File: config.mk
export PLATFORM = sky130hd
export DESIGN_NAME = add_pipe_flat
export DESIGN_NICKNAME = d
export VERILOG_FILES = /design/src/rtl/add_pipe_if.sv /design/src/rtl/add_pipe.sv /design/src/flat_wrapper.sv
export SDC_FILE = /design/constraint.sdc
export NUM_CORES = 1
export LEC_CHECK = 0
export CAP_MARGIN = 5
export CORE_MARGIN = 5
export CORE_UTILIZATION = 49
export CTS_BUF_LIST = sky130_fd_sc_hd__clkbuf_4 sky130_fd_sc_hd__clkbuf_8
export DETAILED_ROUTE_END_ITERATION = 7
export HOLD_SLACK_MARGIN = 0.03
export PLACE_DENSITY = 0.72
export SKIP_CTS_REPAIR_TIMING = 1
export SYNTH_ARGS = -nofsm -noshare
export SYNTH_HDL_FRONTEND = slang
export SYNTH_SLANG_ARGS = --single-unit
File: constraint.sdc
create_clock -name clk -period 6.24 [get_ports clk]
set_input_delay 1.248 -clock clk [delete_from_list [all_inputs] [get_ports clk]]
set_output_delay 1.248 -clock clk [all_outputs]
set_load 0.02 [all_outputs]
File: src/rtl/add_pipe_if.sv
// Handshake and data bundle for add_pipe: operation request in, flagged result out.
interface add_pipe_if #(
  parameter int unsigned WIDTH = 32
);
  logic             in_valid;
  logic             in_ready;
  logic [WIDTH-1:0] in_a;
  logic [WIDTH-1:0] in_b;
  logic             in_sub;
  logic             in_cin;
  logic             out_valid;
  logic             out_ready;
  logic [WIDTH-1:0] out_q;
  logic             out_carry;
  logic             out_ovf;
  logic             out_zero;
  logic             out_neg;

  modport slave (
    input  in_valid, in_a, in_b, in_sub, in_cin, out_ready,
    output in_ready, out_valid, out_q, out_carry, out_ovf, out_zero, out_neg
  );

  modport master (
    output in_valid, in_a, in_b, in_sub, in_cin, out_ready,
    input  in_ready, out_valid, out_q, out_carry, out_ovf, out_zero, out_neg
  );
endinterface

File: src/rtl/add_pipe.sv
// Pipelined adder/subtractor: STAGES chunks of WIDTH/STAGES bits, one chunk per stage,
// carry rippling stage to stage; ALU flags registered alongside the final result.
module add_pipe #(
  parameter int unsigned WIDTH  = 32,
  parameter int unsigned STAGES = 4
) (
  input  logic       clk,
  input  logic       rst,
  add_pipe_if.slave  bus
);
  localparam int unsigned C = WIDTH / STAGES;

  logic              adv;
  logic [STAGES-1:0] vld_r;
  logic [STAGES-1:0] cy_r;
  logic [STAGES-1:0] cy_n;
  logic [WIDTH-1:0]  a_r [STAGES];
  logic [WIDTH-1:0]  b_r [STAGES];
  logic [WIDTH-1:0]  q_r [STAGES];
  logic [WIDTH-1:0]  a_n [STAGES];
  logic [WIDTH-1:0]  b_n [STAGES];
  logic [WIDTH-1:0]  q_n [STAGES];
  logic [C:0]        sum;
  logic              ovf_n, zero_n, neg_n;
  logic              ovf_r, zero_r, neg_r;

  // A single advance enable moves the whole pipe; a stalled output freezes every stage.
  assign adv          = !vld_r[STAGES-1] || bus.out_ready;
  assign bus.in_ready = adv;

  always_comb begin
    sum = '0;
    // Stage 0 takes the raw request; B is inverted and +1 injected for subtract.
    a_n[0] = bus.in_a;
    b_n[0] = bus.in_b ^ {WIDTH{bus.in_sub}};
    q_n[0] = '0;
    sum    = {1'b0, a_n[0][C-1:0]} + {1'b0, b_n[0][C-1:0]}
           + {{C{1'b0}}, (bus.in_sub | bus.in_cin)};
    q_n[0][C-1:0] = sum[C-1:0];
    cy_n[0]       = sum[C];
    for (int unsigned k = 1; k < STAGES; k++) begin
      a_n[k] = a_r[k-1];
      b_n[k] = b_r[k-1];
      q_n[k] = q_r[k-1];
      sum    = {1'b0, a_n[k][k*C +: C]} + {1'b0, b_n[k][k*C +: C]}
             + {{C{1'b0}}, cy_r[k-1]};
      q_n[k][k*C +: C] = sum[C-1:0];
      cy_n[k]          = sum[C];
    end
    neg_n  = q_n[STAGES-1][WIDTH-1];
    zero_n = (q_n[STAGES-1] == '0);
    ovf_n  = (a_n[STAGES-1][WIDTH-1] == b_n[STAGES-1][WIDTH-1])
          && (q_n[STAGES-1][WIDTH-1] != a_n[STAGES-1][WIDTH-1]);
  end

  always_ff @(posedge clk) begin
    if (rst) begin
      vld_r  <= '0;
      cy_r   <= '0;
      ovf_r  <= 1'b0;
      zero_r <= 1'b0;
      neg_r  <= 1'b0;
      for (int unsigned k = 0; k < STAGES; k++) begin
        a_r[k] <= '0;
        b_r[k] <= '0;
        q_r[k] <= '0;
      end
    end else if (adv) begin
      vld_r[0] <= bus.in_valid;
      for (int unsigned k = 1; k < STAGES; k++) begin
        vld_r[k] <= vld_r[k-1];
      end
      cy_r   <= cy_n;
      ovf_r  <= ovf_n;
      zero_r <= zero_n;
      neg_r  <= neg_n;
      for (int unsigned k = 0; k < STAGES; k++) begin
        a_r[k] <= a_n[k];
        b_r[k] <= b_n[k];
        q_r[k] <= q_n[k];
      end
    end
  end

  assign bus.out_valid = vld_r[STAGES-1];
  assign bus.out_q     = q_r[STAGES-1];
  assign bus.out_carry = cy_r[STAGES-1];
  assign bus.out_ovf   = ovf_r;
  assign bus.out_zero  = zero_r;
  assign bus.out_neg   = neg_r;
endmodule
File: src/flat_wrapper.sv
// flat-port wrapper written by rule: the top's interface ports become plain ports
module add_pipe_flat 
#(
  parameter int unsigned WIDTH  = 32,
  parameter int unsigned STAGES = 4
)
  (clk, rst, bus_in_valid, bus_in_a, bus_in_b, bus_in_sub, bus_in_cin, bus_out_ready, bus_in_ready, bus_out_valid, bus_out_q, bus_out_carry, bus_out_ovf, bus_out_zero, bus_out_neg);
  add_pipe_if #(.WIDTH(WIDTH)) bus_i ();
  input  logic clk;
  input  logic rst;
  input wire logic [$bits(bus_i.in_valid)-1:0] bus_in_valid;
  input wire logic [$bits(bus_i.in_a)-1:0] bus_in_a;
  input wire logic [$bits(bus_i.in_b)-1:0] bus_in_b;
  input wire logic [$bits(bus_i.in_sub)-1:0] bus_in_sub;
  input wire logic [$bits(bus_i.in_cin)-1:0] bus_in_cin;
  input wire logic [$bits(bus_i.out_ready)-1:0] bus_out_ready;
  output wire logic [$bits(bus_i.in_ready)-1:0] bus_in_ready;
  output wire logic [$bits(bus_i.out_valid)-1:0] bus_out_valid;
  output wire logic [$bits(bus_i.out_q)-1:0] bus_out_q;
  output wire logic [$bits(bus_i.out_carry)-1:0] bus_out_carry;
  output wire logic [$bits(bus_i.out_ovf)-1:0] bus_out_ovf;
  output wire logic [$bits(bus_i.out_zero)-1:0] bus_out_zero;
  output wire logic [$bits(bus_i.out_neg)-1:0] bus_out_neg;
  assign bus_i.in_valid = bus_in_valid;
  assign bus_i.in_a = bus_in_a;
  assign bus_i.in_b = bus_in_b;
  assign bus_i.in_sub = bus_in_sub;
  assign bus_i.in_cin = bus_in_cin;
  assign bus_i.out_ready = bus_out_ready;
  assign bus_in_ready = bus_i.in_ready;
  assign bus_out_valid = bus_i.out_valid;
  assign bus_out_q = bus_i.out_q;
  assign bus_out_carry = bus_i.out_carry;
  assign bus_out_ovf = bus_i.out_ovf;
  assign bus_out_zero = bus_i.out_zero;
  assign bus_out_neg = bus_i.out_neg;
  add_pipe #(.WIDTH(WIDTH), .STAGES(STAGES)) u_core (.clk(clk), .rst(rst), .bus(bus_i));
endmodule
-- Word level (Yosys, flattened, before mapping)
Memory sizes are Yosys's and may differ from the RTL's.
Index checks and enable logic that the tools add are counted.
W data, S select, Z words.
- multiplexer cells: 17
- equal/unequal tests: 2
- $add $sub $neg: 8
- bitwise gates (word level): 14
- reductions and logical operators: 4
- operators by type and width (operator ; number):
    $mux W32 ; 12
    $add A8 B8 Y9 ; 4
    $add A9 B1 Y9 ; 4
    $logic_not A32 Y1 ; 1
    $xor A32 B32 Y32 ; 1
    $or A1 B1 Y1 ; 13
    $mux W1 ; 5
    $eq A1 B1 Y1 ; 1
    $logic_and A1 B1 Y1 ; 1
    $logic_not A1 Y1 ; 1
    $logic_or A1 B1 Y1 ; 1
    $ne A1 B1 Y1 ; 1
- bits in writable memories: 384
- word-level logic and storage cells: 53
- output and inout bits: 38
- memories kept: 3
- register bits: 11
- memory list (memory ; words ; width ; read ports ; clocked after memory_dff ; wr ports ; line ; RTL):
    u_core.a_r ; 4 ; 32 ; 3 ; 0 ; 4 ; add_pipe.sv:17 ; logic [WIDTH-1:0] a_r [STAGES];
    u_core.b_r ; 4 ; 32 ; 3 ; 0 ; 4 ; add_pipe.sv:18 ; logic [WIDTH-1:0] b_r [STAGES];
    u_core.q_r ; 4 ; 32 ; 4 ; 0 ; 4 ; add_pipe.sv:19 ; logic [WIDTH-1:0] q_r [STAGES];

-- Depth between registers and ports, before layout
- word-level depth: 6
- mapped depth: 11
- gate-level depth less buffers: 10

-- Worst setup path after synthesis
No wires, ideal clock.
- kind: input -> register
- from: input port bus_out_ready
- to: memory u_core.a_r[0][10], enable pin
- path slack: 587 ps
- buffers on the path: 1
- required time: 5712 ps
- arrival: 5126 ps
- stages: 5
- library setup time: 528 ps
- cells stage by stage: nor2b_1 > buf_2 > inv_2 > nor2_1 > inv_1
- RTL lines (what ; line ; RTL):
    start, declared ; flat_wrapper.sv:16 ; input wire logic [$bits(bus_i.out_ready)-1:0] bus_out_ready;
    end, declared ; add_pipe.sv:17 ;

-- Final worst setup path
- from: input port bus_out_ready
- to: output port bus_in_ready
- word-level cells in the longest chain between the ends: 1
- ends and longest elaborated chain (what ; line ; RTL):
    $logic_or A1 B1 Y1 ; add_pipe.sv:28 ; assign adv = !vld_r[STAGES-1] || bus.out_ready;
    end, declared ; flat_wrapper.sv:17 ; output wire logic [$bits(bus_i.in_ready)-1:0] bus_in_ready;
Every way passes these cells.

==> results.cfg <==
[global_route]
grt_start_max_net_pins = 96
grt_pass1_vias = 4646
grt_overflow = 0
antenna_found_initial = 0
grt_first_pass_wirelength_um = 22300
grt_use_total_pct = 14.2

[critical_path]
setup.worst_path.start = bus_out_ready
timing.critical_path.from_type = input pin
worstSetupPathType = input pin to output pin
critical_path_arrival_ns = 3.22
worstSetupEndpointType = output pin
worstReg2RegStart = u_core.vld_r[3]$_SDFFE_PP0P_
worstPathMaxFanout = 10
required_time_of_the_critical_path_ns = 4.99

[route]
drc = 0
viasPerCell = 4.84
detail_route.first_pass.iterations = 4
detail_route.wirelength_um = 13500
detail_route.wirelength.met1_um = 6160
avgRoutedWirePerCell_um = 14.2
number_of_nets_still_failing_antenna_checks_after_routing = 0
sum_of_met2_wire_segment_lengths_after_detailed_routing_um = 6510
drtIter0Drc = 220
met3RoutedLength_um = 588
top_layer = met4
vias = 4621

[timing]
worst_setup_skew_after_layout_ns = 0.00893
postLayoutSetupSlackWorst_ns = 1.77
timing.final.crit_period_ns = 4.47
post-route-period-util_pct = 71.6
fmax_mhz = 224
fin_setup_tns_ns = 0
setup_viol = 0
hold_viol_final = 0
slew_violations = 0
slew-limit-headroom_pct = 30.9
worst-slew-pin-transition_ns = 1.04
unrepaired_setup_endpoints_after_global_routing = false

[floorplan]
core_area_um2 = 16600
floorplan.initialDensity_pct = 50.2
i_o_pin_count = 108
fp.dieW_um = 141
floorplan.die_area_um2 = 19800
row_count = 47
die_h_um = 141

[layout]
area.growth.synth_to_final_pct = 20.0
antennaDiodeCount = 0
layout-drive-gt1-share_pct = 6.67
nets = 828

[clock_tree]
clock_buffers_created_by_tritoncts = 17
cts_root_buf = clkbuf_8
tritoncts = done
cts.htree.levels = 4
clock_latency_ns = 0.45
cts.clk_slew.worst_paths_ns = 0.09
tritoncts_num_sinks = 187
cts-root-to-sink-buffers = 2

[yosys]
ys_async_sr_fraction_pct = 0
number_of_flops_mapped_to_enable_cells_by_yosys = 176
number_of_storage_elements_in_the_synthesis_netlist = 187
synthesis.area_per_instance_um2 = 13.5
ys_types = 47
syn_inst = 617
synthesis.yosys.warnings = 0
ys_seq_area_share_pct = 65.9
yosys_most_used_dff = edfxtp_1
synth_area_um2 = 8350
synth.net_count = 723

[pwr]
vdd_drop_max_v = 0.000155
p_per_area_nw_per_um2 = 256
p_leak_nw = 4.04

[hold_path]
min-delay-path-class = register to register
holdCritStartpoint = u_core.vld_r[0]$_SDFFE_PP0P_

[status]
status = completed

[place]
io_buffer_count = 107
pre_cts_slack_ns = 1.70
gp_congestion = 0.818
dpl_hpwl_um = 9590

[run]
cap_violations = 0
[layout by cell type (no fill, tap or decap), types with 15 or more instances in the layout]
| cell | n |
|---|---|
| edfxtp_1 | 176 |
| and2_1 | 128 |
| nand2_1 | 16 |
| xnor2_1 | 40 |
| inv_1 | 19 |
| ha_1 | 28 |
| clkbuf_8 | 18 |
| clkdlybuf4s50_1 | 106 |
| a21oi_1 | 15 |
| nor2_1 | 63 |
[worst max-delay path, cell delays in order]
cell and delay [ns]:
clkdlybuf4s50_1 0.40, nor2b_1 0.72, inv_2 0.21, clkdlybuf4s50_1 0.63
[synth_stat cells, types with 4 or more instances]
| cell | instances | area (um^2) |
|---|---|---|
| edfxtp_1 | 176 | 5290 |
| and2_1 | 128 | 801 |
| nor2_1 | 64 | 240 |
| xnor2_1 | 40 | 350 |
| ha_1 | 28 | 350 |
| inv_1 | 20 | 75.1 |
| clkbuf_1 | 16 | 60.1 |
| nand2_1 | 16 | 60.1 |
| a21oi_1 | 15 | 75.1 |
| xor2_1 | 12 | 105 |
| dfxtp_1 | 11 | 220 |
| buf_2 | 8 | 40.0 |
| fa_1 | 8 | 160 |
| a21o_1 | 7 | 52.6 |
| nor3_1 | 7 | 35.0 |
| o21ai_0 | 6 | 30.0 |
| a211oi_1 | 5 | 37.5 |
| nor4_1 | 4 | 25.0 |
[cell type report]
class / count / area [um^2]
multi-input cells: 384 / 2670
clock buffers: 20 / 263
repair buffers: 111 / 1100
fillers: 1251 / 6620
well taps: 220 / 275
flip-flops and latches: 187 / 5510
inverters: 21 / 83.8
clock inverters: 12 / 126
[report_power, final]
| part | total, mW | internal (mW) | switching [mW] |
|---|---|---|---|
| clock | 0.773 | 0.372 | 0.401 |
| sequential | 1.49 | 1.46 | 0.0276 |
| combinational | 0.301 | 0.157 | 0.144 |
| total | 2.57 | 1.99 | 0.572 |
[routing by layer]
metal | vias up | GRT usage [%]
li1 | 2361 | -
met2 | 102 | 23.2
met4 | 0 | 5.66
met5 | - | 0
met3 | 18 | 3.48
met1 | 2140 | 18.4
[registers in the layout, indices dropped and copies added, names as in the netlist]
name and cells:
u_core.a_r 48, u_core.b_r 48, u_core.bus.out_neg 1, u_core.bus.out_ovf 1
u_core.bus.out_zero 1, u_core.cy_r 4, u_core.q_r 80, u_core.vld_r 4
[worst paths after layout]
path | endpoint | slack, ns | depth (start not counted)
worst min-delay path | u_core.vld_r[0]$_SDFFE_PP0P_ | 0.46 | 2
worst max-delay path | bus_in_ready | 1.77 | 4
worst min register to register | u_core.vld_r[0]$_SDFFE_PP0P_ | 0.46 | 2
worst max register to register | u_core.a_r[0][16]$_SDFFCE_PN0P_ | 2.94 | 5
[cell families after synthesis]
kind of cell               Yosys count  synth area share [%]
AOI/OAI and AO/OA                   55                  4.58
DFF                                187                  65.9
adders and majority gates           36                  6.11
muxes                                1                 0.120
and+or+nand+nor                    240                  15.6
buffers and inverters               46                  2.20
xor gates and xnor gates            52                  5.45
[through the flow]
stage / utilization [%] / std cells / hold WS, ns / power, mW / cell area, um^2
2_1_floorplan: - / 617 / 0.432 / 1.70 / 8350
4_1_cts: 60.2 / 955 / 0.459 / 2.59 / 10000
6_report: 60.2 / 955 / 0.460 / 2.57 / 10000
3_5_place_dp: 57.9 / 923 / 0.446 / 1.83 / 9630
5_1_grt: 60.2 / 955 / 0.492 / 2.68 / 10000
3_3_place_gp: 57.9 / 923 / 0.440 / 1.81 / 9630
(Power assumes the default switching activity.)
